### config.mk
export PLATFORM = sky130hd
export DESIGN_NAME = gnt_pkt_mux
export DESIGN_NICKNAME = d
export VERILOG_FILES = /design/src/rtl/gnt_pkg.sv /design/src/rtl/gnt_pkt_mux_out_pipe_reg.sv /design/src/rtl/gnt_pkt_mux.sv
export SDC_FILE = /design/constraint.sdc
export NUM_CORES = 1
export LEC_CHECK = 0
export BUFFER_PORTS_ARGS = -buffer_cell sky130_fd_sc_hd__buf_2
export CAP_MARGIN = 0
export CORE_ASPECT_RATIO = 0.5
export CORE_MARGIN = 1
export CORE_UTILIZATION = 40
export DETAILED_ROUTE_END_ITERATION = 10
export PLACE_DENSITY = 0.84
export SYNTH_ARGS = -nofsm -noshare
export SYNTH_HDL_FRONTEND = slang
export SYNTH_HIERARCHICAL = 1
export SYNTH_SLANG_ARGS = --single-unit
### constraint.sdc
create_clock -name clk -period 1.66 [get_ports clk]
set_clock_uncertainty 0.05 [all_clocks]
set_input_delay 0.083 -clock clk [delete_from_list [all_inputs] [get_ports clk]]
set_output_delay 0.083 -clock clk [all_outputs]
set_load 0.01 [all_outputs]
### src/rtl/gnt_pkg.sv
// Shared types and grant-vector helpers for the grant arbiter and its packet mux.
package gnt_pkg;

   typedef enum logic {IDLE, LOCK} state_t;

   localparam int MAX_REQS = 32;

   function automatic int popcount(input logic [MAX_REQS-1:0] v);
      int n;
      n = 0;
      for (int i = 0; i < MAX_REQS; i++) begin
         n += int'(v[i]);
      end
      return n;
   endfunction

   function automatic logic is_onehot(input logic [MAX_REQS-1:0] v);
      return popcount(v) == 1;
   endfunction

   // OR of set-bit indices; only meaningful when v is one-hot.
   function automatic int onehot_idx(input logic [MAX_REQS-1:0] v);
      int idx;
      idx = 0;
      for (int i = 0; i < MAX_REQS; i++) begin
         if (v[i]) begin
            idx |= i;
         end
      end
      return idx;
   endfunction

endpackage

### src/rtl/gnt_pkt_mux_out_pipe_reg.sv
// Single-entry valid/ready output register carrying one data beat plus its last flag.
module out_pipe_reg #(
   parameter int DATA_W = 8
) (
   input  logic              clk,
   input  logic              reset_n,
   input  logic              load,
   input  logic [DATA_W-1:0] load_data,
   input  logic              load_last,
   input  logic              ready,
   output logic              valid,
   output logic [DATA_W-1:0] data,
   output logic              last
);

   // A load wins over a drain so that drain+load in one cycle keeps the slot full.
   always_ff @(posedge clk or negedge reset_n) begin
      if (!reset_n) begin
         valid <= 1'b0;
         data  <= '0;
         last  <= 1'b0;
      end else if (load) begin
         valid <= 1'b1;
         data  <= load_data;
         last  <= load_last;
      end else if (valid && ready) begin
         valid <= 1'b0;
      end
   end

endmodule

### src/rtl/gnt_pkt_mux.sv
// Locks onto the granted requester and forwards its whole packet through a
// registered valid/ready stage, releasing the lock after the last beat is accepted.
module gnt_pkt_mux
   import gnt_pkg::*;
#(
   parameter  int REQS   = 4,
   parameter  int DATA_W = 8,
   parameter  int CNT_W  = 16,
   localparam int IDX_W  = $clog2(REQS)
) (
   input  logic                   clk,
   input  logic                   reset_n,
   input  logic [REQS-1:0]        gnt_i,
   input  logic [REQS-1:0]        src_valid_i,
   input  logic [REQS*DATA_W-1:0] src_data_i,
   input  logic [REQS-1:0]        src_last_i,
   output logic [REQS-1:0]        src_ready_o,
   output logic                   out_valid_o,
   output logic [DATA_W-1:0]      out_data_o,
   output logic                   out_last_o,
   input  logic                   out_ready_i,
   output logic                   busy_o,
   output logic [IDX_W-1:0]       owner_o,
   output logic                   release_o,
   output logic                   gnt_err_o,
   output logic [CNT_W-1:0]       pkt_cnt_o
);

   state_t            state;
   logic              slot_free;
   logic              owner_valid;
   logic              owner_last;
   logic [DATA_W-1:0] owner_data;
   logic              accept;
   logic [MAX_REQS-1:0] gnt_wide;

   assign gnt_wide    = MAX_REQS'(gnt_i);
   assign slot_free   = !out_valid_o || out_ready_i;
   assign owner_valid = src_valid_i[owner_o];
   assign owner_last  = src_last_i[owner_o];
   assign owner_data  = src_data_i[int'(owner_o)*DATA_W +: DATA_W];
   assign accept      = (state == LOCK) && owner_valid && slot_free;
   assign release_o   = accept && owner_last;

   always_comb begin
      src_ready_o = '0;
      if (state == LOCK) begin
         src_ready_o[owner_o] = slot_free;
      end
   end

   // The grant is only looked at while idle; once locked, only end of packet releases.
   always_ff @(posedge clk or negedge reset_n) begin
      if (!reset_n) begin
         state     <= IDLE;
         busy_o    <= 1'b0;
         owner_o   <= '0;
         gnt_err_o <= 1'b0;
      end else begin
         case (state)
            IDLE: begin
               if (is_onehot(gnt_wide)) begin
                  owner_o <= IDX_W'(onehot_idx(gnt_wide));
                  busy_o  <= 1'b1;
                  state   <= LOCK;
               end else if (popcount(gnt_wide) > 1) begin
                  gnt_err_o <= 1'b1;
               end
            end
            LOCK: begin
               if (release_o) begin
                  busy_o <= 1'b0;
                  state  <= IDLE;
               end
            end
            default: state <= IDLE;
         endcase
      end
   end

   // Packets count as delivered only when their last beat leaves the output stage.
   always_ff @(posedge clk or negedge reset_n) begin
      if (!reset_n) begin
         pkt_cnt_o <= '0;
      end else if (out_valid_o && out_ready_i && out_last_o) begin
         pkt_cnt_o <= pkt_cnt_o + CNT_W'(1);
      end
   end

   out_pipe_reg #(
      .DATA_W (DATA_W)
   ) u_out_pipe_reg (
      .clk       (clk),
      .reset_n   (reset_n),
      .load      (accept),
      .load_data (owner_data),
      .load_last (owner_last),
      .ready     (out_ready_i),
      .valid     (out_valid_o),
      .data      (out_data_o),
      .last      (out_last_o)
   );

endmodule

==> Yosys cells after proc, flatten, opt, wreduce, memory -nomap -nowiden <==
Cells that the tools add are included.
{ "totals": {"reg_bits": 31, "word_cells": 52} }
{ "classes": {"n_lt_le_gt_ge": 3, "n_shift": 1, "n_eq_ne": 3, "bitwise": 3, "n_mux": 18, "n_addsub": 4, "reduce_logical": 12} }
{ "ops": {"columns": ["operator", "n"], "rows": [
  ["32-bit by 2-bit equality test with 1-bit output (second input constant)", 1],
  ["32-bit by 6-bit variable part select with 8-bit output", 1],
  ["16-bit by 1-bit adder with 16-bit output (second input constant)", 1],
  ["1-bit two-way mux", 10],
  ["1-bit logical AND", 6],
  ["3-bit by 1-bit adder with 4-bit output", 1],
  ["4-bit AND", 1],
  ["1-bit binary-select mux with 2-bit select", 2],
  ["4-bit by 1-bit greater-than comparator with 1-bit output (second input constant)", 1],
  ["2-bit two-way mux", 2],
  ["4-bit two-way mux", 1],
  ["2-bit inequality test (second input constant)", 2],
  ["1-bit case mux with 2 select lines", 2],
  ["2-bit AND reduction", 2],
  ["2-bit by 1-bit adder with 3-bit output", 1],
  ["2-bit by 3-bit less-than comparator with 1-bit output (second input constant)", 1],
  ["3-bit AND reduction", 1],
  ["1-bit by 1-bit adder with 2-bit output", 1],
  ["1-bit demux with 2-bit select", 1],
  ["2-bit by 1-bit >= comparator with 1-bit output (second input constant)", 1],
  ["1-bit NOT", 2],
  ["2-bit nonzero test", 1],
  ["1-bit logical NOT", 1],
  ["1-bit logical OR", 1]
]} }

==> Longest topological paths before layout <==
{ "logic_depth": {"ltp_word": 7, "ltp_mapped": 9, "ltp_nobuf": 9} }

==> Cells and area by module <==
The synthesis kept the hierarchy.
{ "by_module_without_submodules": {"columns": ["mod", "n_inst", "cells_each", "seq_area_each_um2", "area_each_um2"], "rows": [
  ["gnt_pkt_mux", 1, 108, 525.5, 1271.2],
  ["out_pipe_reg", 1, 22, 250.2, 409.1]
]} }

==> Worst setup path before layout <==
No wires, ideal clock.
{ "synth_path": {"path_type": "in2reg", "startpoint": "input gnt_i[0]", "endpoint": "register owner_o[0]", "setup_ns": 0.082, "t_required_ns": 1.528, "stages": 9, "path_slack_ns": -0.271, "n_path_buf": 0, "arrival_time_ns": 1.799, "path_cell_list": "inv_1 fa_1 inv_1 ha_1 ha_1 nor3b_1 nor2b_1 nor2_1 a31oi_1"} }
{ "synth_between": {"elab_chain_len": 5} }
{ "synth_lines": {"columns": ["item", "line_no", "source"], "rows": [
  ["from (decl)", "gnt_pkt_mux.sv:13", "input logic [REQS-1:0] gnt_i,"],
  ["1-bit by 1-bit adder with 2-bit output", "gnt_pkg.sv:12", "n += int'(v[i]);"],
  ["2-bit by 1-bit adder with 3-bit output", "gnt_pkg.sv:12", null],
  ["3-bit by 1-bit adder with 4-bit output", "gnt_pkg.sv:12", null],
  ["32-bit by 2-bit equality test with 1-bit output", "gnt_pkg.sv:18", "return popcount(v) == 1;"],
  ["2-bit AND reduction (no source line)", null, null],
  ["to (signal assigned)", "gnt_pkt_mux.sv:63", "owner_o <= IDX_W'(onehot_idx(gnt_wide));"],
  ["to (decl)", "gnt_pkt_mux.sv:23", "output logic [IDX_W-1:0] owner_o,"]
]} }
Every way passes these cells.
A chain may end at the register's enable or synchronous reset.

==> Worst setup path after layout <==
{ "layout_path": {"startpoint": "register owner_o[0]", "endpoint": "register u_out_pipe_reg.data[1]"} }
{ "layout_between": {"elab_chain_len": 4, "elab_cells_between_ends": 5} }
{ "layout_lines": {"columns": ["item", "line_no", "source"], "rows": [
  ["1-bit binary-select mux with 2-bit select", "gnt_pkt_mux.sv:39", "assign owner_valid = src_valid_i[owner_o];"],
  ["1-bit two-way mux (implied by the code)", "gnt_pkt_mux.sv:39", null],
  ["1-bit logical AND (2 in a row)", "gnt_pkt_mux.sv:42", "assign accept = (state == LOCK) && owner_valid && slot_free;"],
  ["named net accept", "gnt_pkt_mux.sv:34", "logic accept;"],
  ["to (signal assigned)", "gnt_pkt_mux_out_pipe_reg.sv:24", "data <= load_data;"],
  ["to (decl)", "gnt_pkt_mux_out_pipe_reg.sv:12", "output logic [DATA_W-1:0] data,"]
]} }
The timed path passes the listed nets, and every way through them passes these cells. The select of a mux whose other input is x is not followed.

==> impl_results.md <==
- Least-Margin Pin Slew: 674 ps
- Most common cell after layout, fill and taps aside: sky130_fd_sc_hd__buf_2
- Launching instance or port of the critical path: owner_o[0]
- Total clock buffers created by CTS: 5
- Detailed-router iteration count before antenna repair: 4
- Core Region: 3960 sq um
- Global-route wire length before repair: 5780 um
- Synth area leader: sky130_fd_sc_hd__dfrtp_1
- Final min period: ~1800 ps
- CTS max path bufs: 2
- Worst setup slack for register-to-register paths: -110 ps
- Cell total after placement: 267
- Final sum of negative setup slack: -1010 ps
- Cells after Synth: 130
- Initial DRC Count: 26
- Sequence of cells on the critical path: buf_6, mux4_2, and3_4, buf_6, mux2_4
- Failing checks: negative setup slack
- P_leak: 1.23 nW
- Most used flip-flop cell after synthesis: sky130_fd_sc_hd__dfrtp_1
- Total of max-cap violations: 0
- Proportion of layout cells with a drive suffix above 1: a little under three fifths
- CP required: 1780 ps
- Worst skew pair latency: 280 ps
- Maximum net fanout on the critical path: 10
- Slew Limit Fails: 0
- Cell type of the slowest stage on the worst timing path: sky130_fd_sc_hd__mux4_2
- Area growth syn-to-layout: 43.3%
- Amount of wire on met2 after detailed routing: 2140 um
- Worst Reg2Reg Path Length in Cells: 5
- Final Hold Fails: 0
- Total Die Area: 4480 sq um
- H-tree levels: 2
- Maximum cell stage delay along the critical path: 480 ps
- Fraction of synthesis flops using an asynchronous set or reset pin: 100%
- Max VDD drop: 0.000656 V
- Number of buffers added on ports: 81
- Netlist cell types: 32
- Cell repeated most along the worst path: sky130_fd_sc_hd__buf_6
- Routability congestion estimate from global placement: around 0.74
- Metal-1 WL: roughly 1600 um
- Drc violations: 0
- Hold/Removal Path Class: input pin to flop
- Total number of vias: around 1400
- Cell family contributing the most delay on the critical path: multiplexers
- CTS root buf: sky130_fd_sc_hd__clkbuf_8
- Termination of the worst setup path: u_out_pipe_reg/data[1]
- Share of the yosys chip area belonging to registers: 46.2%
- Critical Path Stages: 5
- Commonest cells after routing, fill and taps aside: 79 x sky130_fd_sc_hd__buf_2, 31 x sky130_fd_sc_hd__dfrtp_1, 12 x sky130_fd_sc_hd__xnor2_1
- TritonCTS clock tree: built
- Syn_nets: roughly 180
- Antenna Violating Nets Remaining: 0
- Worst Setup End Kind: flop
- Effective utilization at floorplan: a little over two fifths
- Max Used Layer: met4
- Highest Clock Rate: about 0.56 GHz
- P per Cell Area: 1490 nW/um^2
- Ports: 82
- Synth Cell Area: 1680 sq um
- Half-perimeter wire length after placement: 2940 um
- Reg2reg start: owner_o[0]
- Maximum number of pins on one net before global-route repair: 32
- Share of the clock period used by the worst path after layout: 107%
- Synthesized area per cell: 12.9 sq um
- Vias in the first global route: 1234
- Startpoint types: flop
- Antenna diode count: 0
- Flip-flop and latch count after synthesis: 31
- Die Y: 47.8 um
- Run status: complete, but fails checks
- Crit path setup slack, layout: -110 ps
- Horiz. Die Dim: around 94 um
- RSZ-0062 raised after global routing: true
- Destination of the worst register-to-register timing path: u_out_pipe_reg/data[1]
- Wire length per cell: 14.1 um
- Pwr Total: between 3 and 4 mW
- Layout net count: approximately 280
- DR vias/cell: about 4.9
- Total setup violations reported at the end of the flow: 10
- Fin cells: 280
- Worst hold margin: between 7 and 8 ps
- Total number of yosys warnings: 6
- Clock transition at the registers of the reported paths: roughly 60 ps
- Sum of overflow across all layers after global routing: 0
- Antenna violations before repair: 0
- Overall fraction of global-route tracks in use: about 18%
- Utilization after layout: 60.7%
- Worst Path Class, Setup: flop to flop
- Area share of the leading cell type in the synthesized netlist: a little under half
- Core Rows: 16
- Sum of routed wire length over all layers: 3950 um
- Slew margin rel.: 55.1%
- Number of enable flip-flop cells after synthesis: 0
- Crit path buffers/inverters: 2
- Signal arrival time at the worst endpoint: 1890 ps
- TritonCTS sink count: 31
- Leading cell types by total area after synthesis: sky130_fd_sc_hd__dfrtp_1 46%, sky130_fd_sc_hd__mux2_4 8.0%, sky130_fd_sc_hd__mux4_2 8.0%
- Detail Route met3 WL: 123 um
flip-flops by register name, indices dropped and copies added, names as in the netlist:
name and flops:
owner_o 2, u_out_pipe_reg/valid 1, state 1, pkt_cnt_o 16
busy_o 1, u_out_pipe_reg/last 1, gnt_err_o 1, u_out_pipe_reg/data 8
worst min-delay path by stage:
stage	depth (start not counted)	end	slack, ps	start
floorplan	0	busy_o	-260	reset_n
CTS	3	owner_o[0]	30	gnt_i[3]
global route	3	owner_o[0]	20	gnt_i[3]
detailed placement	1	pkt_cnt_o[9]	120	reset_n
global placement	1	pkt_cnt_o[10]	100	reset_n
finish	3	owner_o[0]	8	gnt_i[3]
cell families (layout without fill, tap and decap cells):
logic type      Yosys count  count (layout)  share of synthesized area [%]
compound gates            6               6                           2.53
xor+xnor                 15              15                           7.82
fa+ha+maj                 4               4                           3.43
buf+inv                  12             108                           3.65
flops                    31              31                           46.2
mux                      19              19                           22.3
simple gates             43              43                           14.1
synthesized netlist by cell type, types with 3 or more instances:
master                    number
sky130_fd_sc_hd__nand2_1       7
sky130_fd_sc_hd__nand3_1       6
sky130_fd_sc_hd__nand4_1       6
sky130_fd_sc_hd__xnor2_1      12
sky130_fd_sc_hd__xor2_1        3
sky130_fd_sc_hd__nor2_1        7
sky130_fd_sc_hd__mux4_1        4
sky130_fd_sc_hd__dfrtp_1      31
sky130_fd_sc_hd__mux2_4        9
sky130_fd_sc_hd__nor3_1        3
sky130_fd_sc_hd__ha_1          3
sky130_fd_sc_hd__mux4_2        6
sky130_fd_sc_hd__nor3b_1       3
sky130_fd_sc_hd__inv_1         8
through the flow:
stage	instance area (sq um)	worst slack [ps]
final	2410	-110
after CTS	2390	-110
after global placement	2200	-274
after global routing	2410	-150
after detailed placement	2200	-352
after floorplan	1720	-130
tightest hold or removal path, stage by stage:
cell and delay [ps]:
sky130_fd_sc_hd__buf_8 110, sky130_fd_sc_hd__inv_8 40, sky130_fd_sc_hd__a31oi_1 70
what timing repair did:
item | 4_1_cts | 5_1_grt
resized for setup | 9 | 5
pin swaps | 4 | 5
cloned | 0 | 0
setup buffers | 4 | 0
endpoints found under the hold margin | 31 | 0
setup endpoints to repair | 3 | 14
hold buffers | 1 | 0
final cells by class:
cell class,count,area (sq um)
multi-input cells,87,891
fillers,312,1560
clock buffers,6,82.6
flip-flops and latches,31,776
well taps,54,67.6
inverters,8,37.5
repair buffers,92,518
clock inverters,2,35.0
routing by layer:
metal	GRT usage (%)	up-vias
met2	32.9	26
met5	0	-
met3	4.44	8
met1	20.8	692
met4	8.00	0
li1	-	658
power by group:
group	switching (mW)	total [mW]	internal (mW)
clock	0.288	0.773	0.485
sequential	0.189	1.16	0.974
combinational	0.698	1.64	0.944
No activity file was read; power rests on OpenSTA's default activity.
